--- src/rtl/bhg_fifo_arbiter.sv ---
// rtl/bhg_fifo_arbiter.sv - round-robin burst arbiter draining FWFT FIFOs into one downstream FIFO.
// Define BHG_FIFO_ARB_PRIORITY_EN to give requester 0 absolute priority and preemption.
module bhg_fifo_arbiter #(
  parameter  int bits      = 8,
  parameter  int ports     = 4,
  parameter  int max_burst = 4,
  localparam int PB        = (ports > 1) ? $clog2(ports) : 1
) (
  input  logic                  clk,
  input  logic                  reset,
  input  logic [ports-1:0]      req_ready,
  input  logic [ports*bits-1:0] req_data,
  output logic [ports-1:0]      req_shift,
  input  logic                  out_full,
  output logic                  out_shift,
  output logic [bits-1:0]       out_data,
  output logic [PB-1:0]         out_port,
  output logic                  busy
);

  localparam int CB = $clog2(max_burst + 1);

  typedef enum logic {IDLE, GRANT} state_t;

  state_t        state_q, state_d;
  logic [PB-1:0] grant_q, grant_d;
  logic [PB-1:0] last_q, last_d;
  logic [CB-1:0] bcnt_q, bcnt_d;

  logic [PB-1:0] rr_pick;
  logic          rr_found;
  logic [PB-1:0] pick;
  logic          preempt;

  // First ready requester strictly after the last one served, wrapping.
  always_comb begin
    rr_pick  = '0;
    rr_found = 1'b0;
    for (int i = 1; i <= ports; i++) begin
      if (!rr_found && req_ready[(int'(last_q) + i) % ports]) begin
        rr_pick  = PB'((int'(last_q) + i) % ports);
        rr_found = 1'b1;
      end
    end
  end

`ifdef BHG_FIFO_ARB_PRIORITY_EN
  assign pick    = req_ready[0] ? '0 : rr_pick;
  assign preempt = (grant_q != '0) && req_ready[0];
`else
  assign pick    = rr_pick;
  assign preempt = 1'b0;
`endif

  assign out_data = req_data[int'(grant_q)*bits +: bits];
  assign out_port = grant_q;
  assign busy     = (state_q == GRANT);

  always_comb begin
    state_d   = state_q;
    grant_d   = grant_q;
    last_d    = last_q;
    bcnt_d    = bcnt_q;
    out_shift = 1'b0;
    req_shift = '0;
    case (state_q)
      IDLE: begin
        if (|req_ready) begin
          grant_d = pick;
          bcnt_d  = '0;
          state_d = GRANT;
        end
      end
      GRANT: begin
        // A stall (ready but downstream full) leaves count and state untouched.
        out_shift          = req_ready[grant_q] && !out_full && !reset;
        req_shift[grant_q] = out_shift;
        if (out_shift) begin
          bcnt_d = CB'(bcnt_q + 1'b1);
        end
        if (!req_ready[grant_q] || preempt ||
            (out_shift && (bcnt_q == CB'(max_burst - 1)))) begin
          last_d  = grant_q;
          state_d = IDLE;
        end
      end
      default: state_d = IDLE;
    endcase
  end

  always_ff @(posedge clk) begin
    if (reset) begin
      state_q <= IDLE;
      grant_q <= '0;
      last_q  <= PB'(ports - 1);
      bcnt_q  <= '0;
    end else begin
      state_q <= state_d;
      grant_q <= grant_d;
      last_q  <= last_d;
      bcnt_q  <= bcnt_d;
    end
  end

endmodule

--- config.mk ---
export PLATFORM = sky130hd
export DESIGN_NAME = bhg_fifo_arbiter
export DESIGN_NICKNAME = d
export VERILOG_FILES = /design/src/rtl/bhg_fifo_arbiter.sv
export SDC_FILE = /design/constraint.sdc
export NUM_CORES = 1
export LEC_CHECK = 0
export CAP_MARGIN = 5
export CORE_AREA = 2 2 49 51
export DETAILED_ROUTE_END_ITERATION = 8
export DIE_AREA = 0 0 51 53
export GPL_ROUTABILITY_DRIVEN = 0
export GPL_TIMING_DRIVEN = 0
export PLACE_DENSITY_LB_ADDON = 0.12
export RECOVER_POWER = 25
export SETUP_SLACK_MARGIN = 0.4
export SYNTH_ARGS = -nofsm -noshare
export SYNTH_HDL_FRONTEND = slang
export SYNTH_SLANG_ARGS = --single-unit
--- constraint.sdc ---
create_clock -name clk -period 2.54 [get_ports clk]
set_input_delay 0.635 -clock clk [delete_from_list [all_inputs] [get_ports clk]]
set_output_delay 0.635 -clock clk [all_outputs]
set_load 0.01 [all_outputs]
==> results of run 1 <==
path summary, 6_finish.rpt:
path                to    startpoint  slack, ns
max          out_shift  req_ready[3]       0.37
min          bcnt_q[0]     bcnt_q[0]       0.48
max reg2reg  last_q[0]     bcnt_q[0]       0.81
min reg2reg  bcnt_q[0]     bcnt_q[0]       0.48
final cells by class:
cell class                 instances  area, sq um
buffer                             7         51.3
clock buffer                       3         22.5
fill                             215          807
inverter                           4         15.0
multi-input combinational         63          569
sequential                         8          161
tap                               28         35.0
timing repair buffer              57          487
power breakdown:
group / switching [mW] / internal [mW] / total (mW) / leakage, nW
sequential: 0.00951 / 0.137 / 0.147 / 0.0661
clock: 0.0448 / 0.0542 / 0.0990 / 0.0138
combinational: 0.113 / 0.167 / 0.280 / 0.574
worst reg2reg max path: stages, from the launching register on:
cell and delay [ns]:
dfxtp_1 0.32, ha_1 0.20, ha_1 0.17, and2b_1 0.19, a211oi_1 0.36, nor3_1 0.12
a211o_1 0.27
registers in the layout (all words and copies together), names as in the netlist:
name / flops
out_port: 2
bcnt_q: 3
last_q: 2
busy: 1
logic make-up (layout without fill, tap and decap cells):
family	after synthesis	count (layout)
adder cells (fa/ha/maj)	2	2
multiplexers	14	14
buffers and inverters	11	71
AO/OA/AOI/OAI	17	17
AND/OR/NAND/NOR	30	30
flip-flops	8	8
cell usage after synthesis, drive strengths merged:
cell type,number
nand2,8
nor2,6
mux2,1
or3b,1
or3,1
o211a,1
nor3,4
and4,1
a21o,2
o211ai,1
inv,4
dfxtp,8
nor3b,2
and2b,1
mux4,8
a211o,2
buf,5
nand3,1
nand3b,2
a21oi,3
ha,2
a211oi,2
mux2i,5
nand2b,2
o221ai,1
and2,1
a311oi,1
o22ai,2
o21ai,2
clkbuf,2
stage by stage:
| stage | hold WS, ns | util, % |
|---|---|---|
| 4_1_cts | 0.479 | 61.8 |
| 3_3_place_gp | 0.460 | 62.3 |
| 5_1_grt | 0.507 | 62.4 |
| 3_5_place_dp | 0.468 | 62.3 |
| 6_report | 0.476 | 62.4 |
| 2_1_floorplan | 0.441 | - |
metal layers:
metal  global-route usage (%)  part of all wire [%]  wire, microns  vias up
li1                         -                     -              -      432
met3                     4.52                    11            255        2
met5                        0                     0              0        -
met2                     31.0                    48           1130       44
met4                     5.41                  0.86             20        0
met1                     20.9                    40            931      404
timing repair:
action / 4_1_cts / 5_1_grt
resized for setup: 106 / 11
pin swaps: 2 / 1
buffers inserted: 3 / 2
hold buffers: 0 / 0
setup endpoints to repair: 13 / 10
==> metrics.txt, run 1 <==
status completed; core area 2150 sq um; sequential element share of the synthesized area 20.5%; Clock Tree Buf Depth 2; unrepaired setup endpoints after global routing yes; Syn-to-layout area delta 71.5%; Post-Place Cells 162; top cell type's share of synthesized area 20.5%; hpwl dp 1840 microns; Mapped Avg Cell Area 9.54 sq um; Die H 53 microns; # diodes 0; post-synthesis xor/xnor area fraction 0%; fin area 1340 sq um; critical path's top delay family buffers and inverters; max_slew headroom 69.5%; Leak 0.654 nW; wire per inst 13.7 microns; clock root buffer clkbuf_4; dpl ws -0.458 ns; Compound-Gate Fraction of Synth Area 15.4%; first-pass GRT wire length 3540 microns; CTS Buf Count 3; CP max stage delay 0.35 ns; routed via count 882; worst-margin pin slew 0.458 ns; CP max stage cell clkbuf_1; Fmax 460 MHz; Pwr per Cell Area 392 nW/um^2; Post-Synth Adder-Cell Area 3.20%; Layout Skew 0.00432 ns; Remaining DRCs 0; overall power 0.526 mW; most common cell after layout, fill and taps aside dlygate4sd2_1; Tcrit/Tclk final 85.5%; Final Setup Violations 0; worst path cell trace clkbuf_1 > mux2i_4 > nand2_1 > o211ai_1 > inv_1 > buf_2; max_cap viols 0; combinational family with the most area after synthesis multiplexers; Worst Setup End Kind primary output; CTS H-tree depth 1; Final min period 2.17 ns; die width 51 microns; setup TNS 0 ns; # port buffers 52; cell accounting for the most synthesized area dfxtp_1; die area 2700 sq um; net count after synthesis 123; Worst path depth 6; # rows 17; Peak VDD IR 296 uV; Critical Path Fanout Max 9; r2r worst-path depth 6; gr usage total 17.6%; largest cells by area after synthesis dfxtp_1 20%, mux4_2 17%, mux4_1 6.7%; Hold Fails Final Rpt 0; NumNets Final 185; TritonCTS clock tree yes; I/O pins 55; Starting Density 36.4%; clk slew on worst S/H paths 0.05 ns; initial DRC count 23; Critical Path AT 1.54 ns; Post-DP Area 1340 sq um; vias in the first global route 791; Buf/Inv on CP 3; DR pass1 iterations 4; Post-Syn Area 782 sq um; class of the worst hold path reg -> reg; initial antenna violation count 0; mux contribution to synthesized area 33.4%; GR Overflow Total 0; worst hold path stage count 1; largest net degree at the start of global routing 11; final non-filler cell total 170; post-synthesis instance total 82; Ys Warns 0; Worst EP required 1.90 ns; final-report max-slew violation count 0; DRT antenna net count 0; Crit Path Category in -> out; flops & latches, synth 8; simple-gate share of the synthesized area 20.8%; CP startpoint kind input port; most frequent cells in the layout 33 x dlygate4sd2_1, 9 x buf_6, 8 x mux4_2, 7 x nand2_1, 7 x dfxtp_1; final worst slack 0.368 ns; post-synthesis cell type count 35; later-pin clock latency in the skew report 0.26 ns; Post-Route WL 2340 microns; share of cells above drive strength 1 30.3%; clock sink count 8; Avg Vias per Cell 5.19
No activity file was read; power rests on OpenSTA's default activity.
==> inputs of run 2 (changes only) <==
--- a/config.mk
+++ b/config.mk
@@ -6,9 +6,9 @@
 export NUM_CORES = 1
 export LEC_CHECK = 0
 export CAP_MARGIN = 5
-export CORE_AREA = 2 2 49 51
+export CORE_AREA = 2 2 58 44
 export DETAILED_ROUTE_END_ITERATION = 8
-export DIE_AREA = 0 0 51 53
+export DIE_AREA = 0 0 60 46
 export GPL_ROUTABILITY_DRIVEN = 0
 export GPL_TIMING_DRIVEN = 0
 export PLACE_DENSITY_LB_ADDON = 0.12
==> run 2 against run 1 <==
Setup slack improved by 0.023 ns. Count of clock-buffer cells in the layout did not move. Global-route usage rose by 0.43 points. Utilization rose by 0.27 points. Die area rose by 2.1%. First-iteration DRC count fell by 17%. Cell count rose by 7.1%. Critical endpoint is now out_data[0]. Largest power group unchanged.
==> metrics.txt, run 2 (same netlist as run 1, synthesis figures left out) <==
clk slew on worst S/H paths 0.06 ns (about the same); Tcrit/Tclk final 84.6% (-0.91 points); CP startpoint kind register; met2 Use GR 28.9% (-2.0 points); final-report max-slew violation count 0 (unchanged); Die H 46 microns (-13%); max_slew headroom 67.0% (-2.5 points); DRT antenna net count 0 (unchanged); hpwl dp 1930 microns (+4.8%); initial antenna violation count 0 (unchanged); Core Util, Final 62.7% (+0.27 points); Final Setup Violations 0 (unchanged); Crit Path Category reg -> out; Leak 0.692 nW (+5.9%); Post-Place Cells 168 (+3.7%); Layout fillers 212 (-1.4%); die area 2760 sq um (+2.1%); GR peak layer met2; multi-input logic area 569 sq um (unchanged); Avg Vias per Cell 5.12 (-1.3%); GRT met3 Usage 6.25% (+1.7 points); gr usage total 18.0% (+0.43 points); most frequent cells in the layout 32 x dlygate4sd2_1, 10 x buf_4, 8 x buf_2, 8 x mux4_2, 8 x buf_6; most common cell after layout, fill and taps aside dlygate4sd2_1; die width 60 microns (+18%); CTS Hold Bufs 0 (unchanged); vias in the first global route 822 (+3.9%); Seq. cell area 161 sq um (unchanged); Fmax 465 MHz (+1.1%); Critical Path AT 1.51 ns (-0.03 ns); class of the worst hold path reg -> reg; CTS Buf Count 3 (unchanged); worst-margin pin slew 0.495 ns (+0.0376 ns); Hold Fails Final Rpt 0 (unchanged); final worst slack 0.391 ns (+0.0230 ns); first-pass GRT wire length 3750 microns (+5.8%); met1 Use GR 22.9% (+2.0 points); clock sink count 8 (unchanged); Post-Route WL 2580 microns (+10%); Clock Tree Buf Depth 2 (unchanged); largest net degree at the start of global routing 11 (unchanged); setup TNS 0 ns (unchanged); # diodes 0 (unchanged); initial DRC count 19 (-17%); CTS H-tree depth 1 (unchanged); Syn-to-layout area delta 82.1%; I/O pins 55 (unchanged); NumNets Final 191 (+3.2%); Min Hold Slack 0.475 ns (-0.00184 ns); max_cap viols 0 (unchanged); Remaining DRCs 0 (unchanged); later-pin clock latency in the skew report 0.27 ns (about the same); TritonCTS clock tree yes; Critical Path Fanout Max 7 (-2); core area 2270 sq um (+5.7%); clock root buffer clkbuf_4; Final min period 2.15 ns (-0.0230 ns); GR Overflow Total 0 (unchanged); DR pass1 iterations 4 (unchanged); routed via count 932 (+5.7%); Layout Skew 0.00966 ns (+0.00533 ns); final non-filler cell total 182 (+7.1%); status completed; max reg flops 3 (unchanged); wire per inst 14.2 microns (+3.2%); Worst Setup End Kind primary output; # port buffers 52 (unchanged); Pwr per Cell Area 394 nW/um^2 (+0.57%); # rows 15 (-2); Peak VDD IR 266 uV (-10%); unrepaired setup endpoints after global routing yes; Starting Density 34.4% (-2.0 points); Worst EP required 1.90 ns (about the same); Reg with most FFs bcnt_q; dpl ws -0.460 ns (-0.00180 ns); share of cells above drive strength 1 32.4% (+2.2 points)
==> run 2: cell types whose count changed in the layout (fill, tap and decap cells not counted) <==
cell	delta
buf_4	+4
buf_2	+2
dlygate4sd2_1	-1
clkdlybuf4s15_1	+1
and2_0	-1
buf_12	+1
clkbuf_2	-2
and2_1	+1
clkbuf_16	+1
buf_6	-1
clkdlybuf4s25_1	+1
==> run 2: final cells by class <==
type	instances	share of cell area, %
multi-input combinational	63	40.0
timing repair buffer	63	38.8
sequential	8	11.3
buffer	7	4.31
tap	34	2.99
clock buffer	3	1.58
inverter	4	1.05
==> run 2: repair_timing <==
item	CTS	global route
gates resized for setup	104	13
pin swaps	3	4
setup endpoints to repair	13	10
buffers inserted	3	7
gates cloned	0	1
endpoints found under the hold margin	0	0
==> run 2: worst max-delay path: stages (launching register included) <==
cell,delay (ns)
dfxtp_2,0.34
buf_8,0.14
buf_12,0.12
mux4_2,0.50
buf_6,0.14
==> run 2: per-stage QoR <==
step	power, mW	cell area, sq um
final	0.561	1420
after global routing	0.592	1420
after CTS	0.528	1340
after detailed placement	0.425	1350
after global placement	0.420	1350
after floorplan	0.289	782
==> run 2: report_power, final <==
| group | total, mW | internal [mW] | switching (mW) |
|---|---|---|---|
| sequential | 0.147 | 0.137 | 0.00988 |
| clock | 0.104 | 0.0545 | 0.0496 |
| combinational | 0.311 | 0.189 | 0.122 |
==> run 2: path summary, 6_finish.rpt <==
kind,slack (ns),cells after the start,endpoint,startpoint
worst min register to register,0.47,1,bcnt_q[0],bcnt_q[0]
worst min-delay path,0.47,1,bcnt_q[0],bcnt_q[0]
worst max register to register,0.81,7,last_q[0],out_port[0]
worst max-delay path,0.39,4,out_data[0],out_port[0]
==> run 2: layer usage <==
layer | routed length [microns] | vias to the layer above
li1 | - | 445
met1 | 1010 | 442
met2 | 1240 | 41
met3 | 305 | 4
met4 | 23 | 0
met5 | 0 | -
==> inputs of run 3 (changes only) <==
--- a/config.mk
+++ b/config.mk
@@ -6,9 +6,9 @@
 export NUM_CORES = 1
 export LEC_CHECK = 0
 export CAP_MARGIN = 5
-export CORE_AREA = 2 2 58 44
+export CORE_AREA = 2 2 61 46
 export DETAILED_ROUTE_END_ITERATION = 8
-export DIE_AREA = 0 0 60 46
+export DIE_AREA = 0 0 63 48
 export GPL_ROUTABILITY_DRIVEN = 0
 export GPL_TIMING_DRIVEN = 0
 export PLACE_DENSITY_LB_ADDON = 0.12
==> constraint.sdc (replaced) <==
create_clock -name clk -period 2.2 [get_ports clk]
set_input_delay 0.55 -clock clk [delete_from_list [all_inputs] [get_ports clk]]
set_output_delay 0.55 -clock clk [all_outputs]
set_load 0.01 [all_outputs]
==> run 3 against run 2 <==
Register-to-register slack got worse by 0.37 ns. Setup slack got worse by 0.23 ns. Final area rose by 6.7%. Critical path type unchanged. Worst hold slack improved by 0.0028 ns. Count of clock-buffer cells in the layout did not move. Clock power rose by 12%. Clock skew rose by 0.00076 ns.
==> metrics.txt, run 3 (same netlist as run 1, synthesis figures left out) <==
unrepaired setup endpoints after global routing yes; Layout fillers 221 (+4.2%); die area 3020 sq um (+9.6%); largest net degree at the start of global routing 11 (unchanged); CP max stage cell mux4_2; final-report max-slew violation count 0 (unchanged); Final min period 2.04 ns; Syn-to-layout area delta 94.2%; CP startpoint kind register; setup TNS 0 ns (unchanged); FF-to-FF setup slack 0.44 ns (-0.37 ns); Comb power frac 57.7% (+2.4 points); Hold Fails Final Rpt 0 (unchanged); Crit Path Category reg -> out; worst hold path stage count 1 (unchanged); Tcrit/Tclk final 92.8%; Net Sw Frac 32.0% (-0.26 points); Reg with most FFs bcnt_q; Peak VDD IR 281 uV (+5.9%); I/O pins 55 (unchanged); worst path cell trace buf_6 > buf_12 > mux4_2 > buf_6; DR pass1 iterations 4 (unchanged); Seq. cell area 163 sq um (+0.78%); multi-input logic area 604 sq um (+6.2%); GR Overflow Total 0 (unchanged); Pwr per Cell Area 446 nW/um^2 (+13%); Worst EP required 1.65 ns (-0.25 ns); CP max stage delay 0.51 ns (about the same); core area 2380 sq um (+5.0%); R2R Path End last_q[0]; wire per inst 15.0 microns (+5.7%); Remaining DRCs 0 (unchanged); Worst Setup End Kind primary output; clock root buffer clkbuf_4; TritonCTS clock tree yes; hold path startpoint bcnt_q[0]; class of the worst hold path reg -> reg; # diodes 0 (unchanged); Die H 48 microns (+4.3%); Critical Path AT 1.49 ns (-0.02 ns); DRT antenna net count 0 (unchanged); initial antenna violation count 0 (unchanged); r2r worst-path depth 6 (-1); Hold Crit Endpoint bcnt_q[0]; share of cells above drive strength 1 38.3% (+5.8 points); internal power 0.461 mW (+21%); # rows 15 (unchanged); Avg Vias per Cell 5.08 (-0.87%); CTS Buf Count 3 (unchanged); clk slew on worst S/H paths 0.06 ns (about the same); final worst slack 0.159 ns (-0.233 ns); clock group share of total power 17.1% (-1.4 points); first-pass GRT wire length 4250 microns (+13%); clock sink count 8 (unchanged); later-pin clock latency in the skew report 0.26 ns (about the same); hpwl dp 2130 microns (+10%); initial DRC count 28 (+9); crit-path most repeated cell buf_6; max reg flops 3 (unchanged); NumNets Final 192 (+0.52%); Post-Route WL 2740 microns (+6.3%); sequential share of power 25.2% (-0.9 points); Leak 0.734 nW (+6.1%); CTS H-tree depth 1 (unchanged); routed via count 929 (-0.32%); gr usage total 19.0% (+0.97 points); Clock Tree Buf Depth 2 (unchanged); vias in the first global route 837 (+1.8%); reg2reg start bcnt_q[0]; Fmax 490 MHz; max_slew headroom 67.1% (+0.089 points); Final Setup Violations 0 (unchanged); most common cell after layout, fill and taps aside dlygate4sd2_1; max_cap viols 0 (unchanged); NetSw 0.217 mW (+20%); die width 63 microns (+5.0%); # port buffers 52 (unchanged); most frequent cells in the layout 33 x dlygate4sd2_1, 13 x buf_6, 8 x mux4_2, 7 x buf_2; Min Hold Slack 0.477 ns (+0.00277 ns); dpl ws -0.579 ns (-0.120 ns); status completed; worst-margin pin slew 0.494 ns (-0.00133 ns); Layout Skew 0.0104 ns (+0.000761 ns); Critical Path Fanout Max 8 (+1); Starting Density 32.8% (-1.6 points)
## run 3: cell count changes in the layout (fill, tap and decap cells not counted), sizes merged
cell | before | now
clkbuf | 8 | 7
dlygate4sd3 | 1 | 2
clkdlybuf4s25 | 1 | 0
clkdlybuf4s15 | 1 | 2
dlygate4sd2 | 32 | 33
clkdlybuf4s50 | 2 | 0
buf | 28 | 29
dlymetal6s2s | 0 | 1
## run 3: power by group through the flow
| stage | combinational [mW] | clock (mW) | sequential, mW |
|---|---|---|---|
| floorplan | 0.162 | 0 | 0.173 |
| global placement | 0.318 | 0 | 0.171 |
| detailed placement | 0.326 | 0 | 0.172 |
| CTS | 0.371 | 0.120 | 0.171 |
| global route | 0.419 | 0.129 | 0.172 |
| finish | 0.391 | 0.116 | 0.170 |
## run 3: timing repair
action | CTS | global route
cloned | 0 | 1
endpoints found under the setup margin | 20 | 17
setup buffers | 9 | 2
pin swaps | 3 | 2
resized for setup | 129 | 7
hold buffers | 0 | 0
## run 3: how the worst max path moves through the flow
| stage | start | end | slack [ns] | depth (start not counted) |
|---|---|---|---|---|
| global route | out_port[0] | out_data[1] | 0.10 | 4 |
| floorplan | req_ready[3] | out_shift | 0.40 | 5 |
| detailed placement | req_ready[1] | out_shift | -0.58 | 6 |
| finish | out_port[0] | out_data[1] | 0.16 | 4 |
| global placement | req_ready[2] | out_shift | -0.57 | 6 |
| CTS | out_port[0] | out_data[1] | 0.15 | 4 |
## run 3: critical path: cells and delay by family, from the launching register on
family   cells  cell delay [ns]
mux          1             0.51
buf+inv      3             0.39
flops        1             0.33
## run 3: area by class of cell
cell class	count	area share (%)
inverters	4	0.988
well taps	34	2.80
multi-input cells	63	39.8
flip-flops and latches	8	10.7
clock buffers	3	1.48
repair buffers	64	39.0
plain buffers	7	5.27
## run 3: routing by layer
layer | vias to the layer above | GRT usage [%] | share of wire (%)
met5 | - | 0 | 0
met4 | 0 | 2.67 | 0
met3 | 0 | 7.06 | 8.2
met2 | 39 | 32.3 | 48
met1 | 441 | 24.2 | 43
li1 | 449 | - | -
## run 3: through the flow
stage               power (mW)  instance area (sq um)  util, %  instances
finish                   0.677                   1520     63.7        183
floorplan                0.335                    786        -         82
detailed placement       0.498                   1350     56.6        168
CTS                      0.663                   1460     61.3        180
global placement         0.489                   1350     56.6        168
global route             0.720                   1520     63.7        183
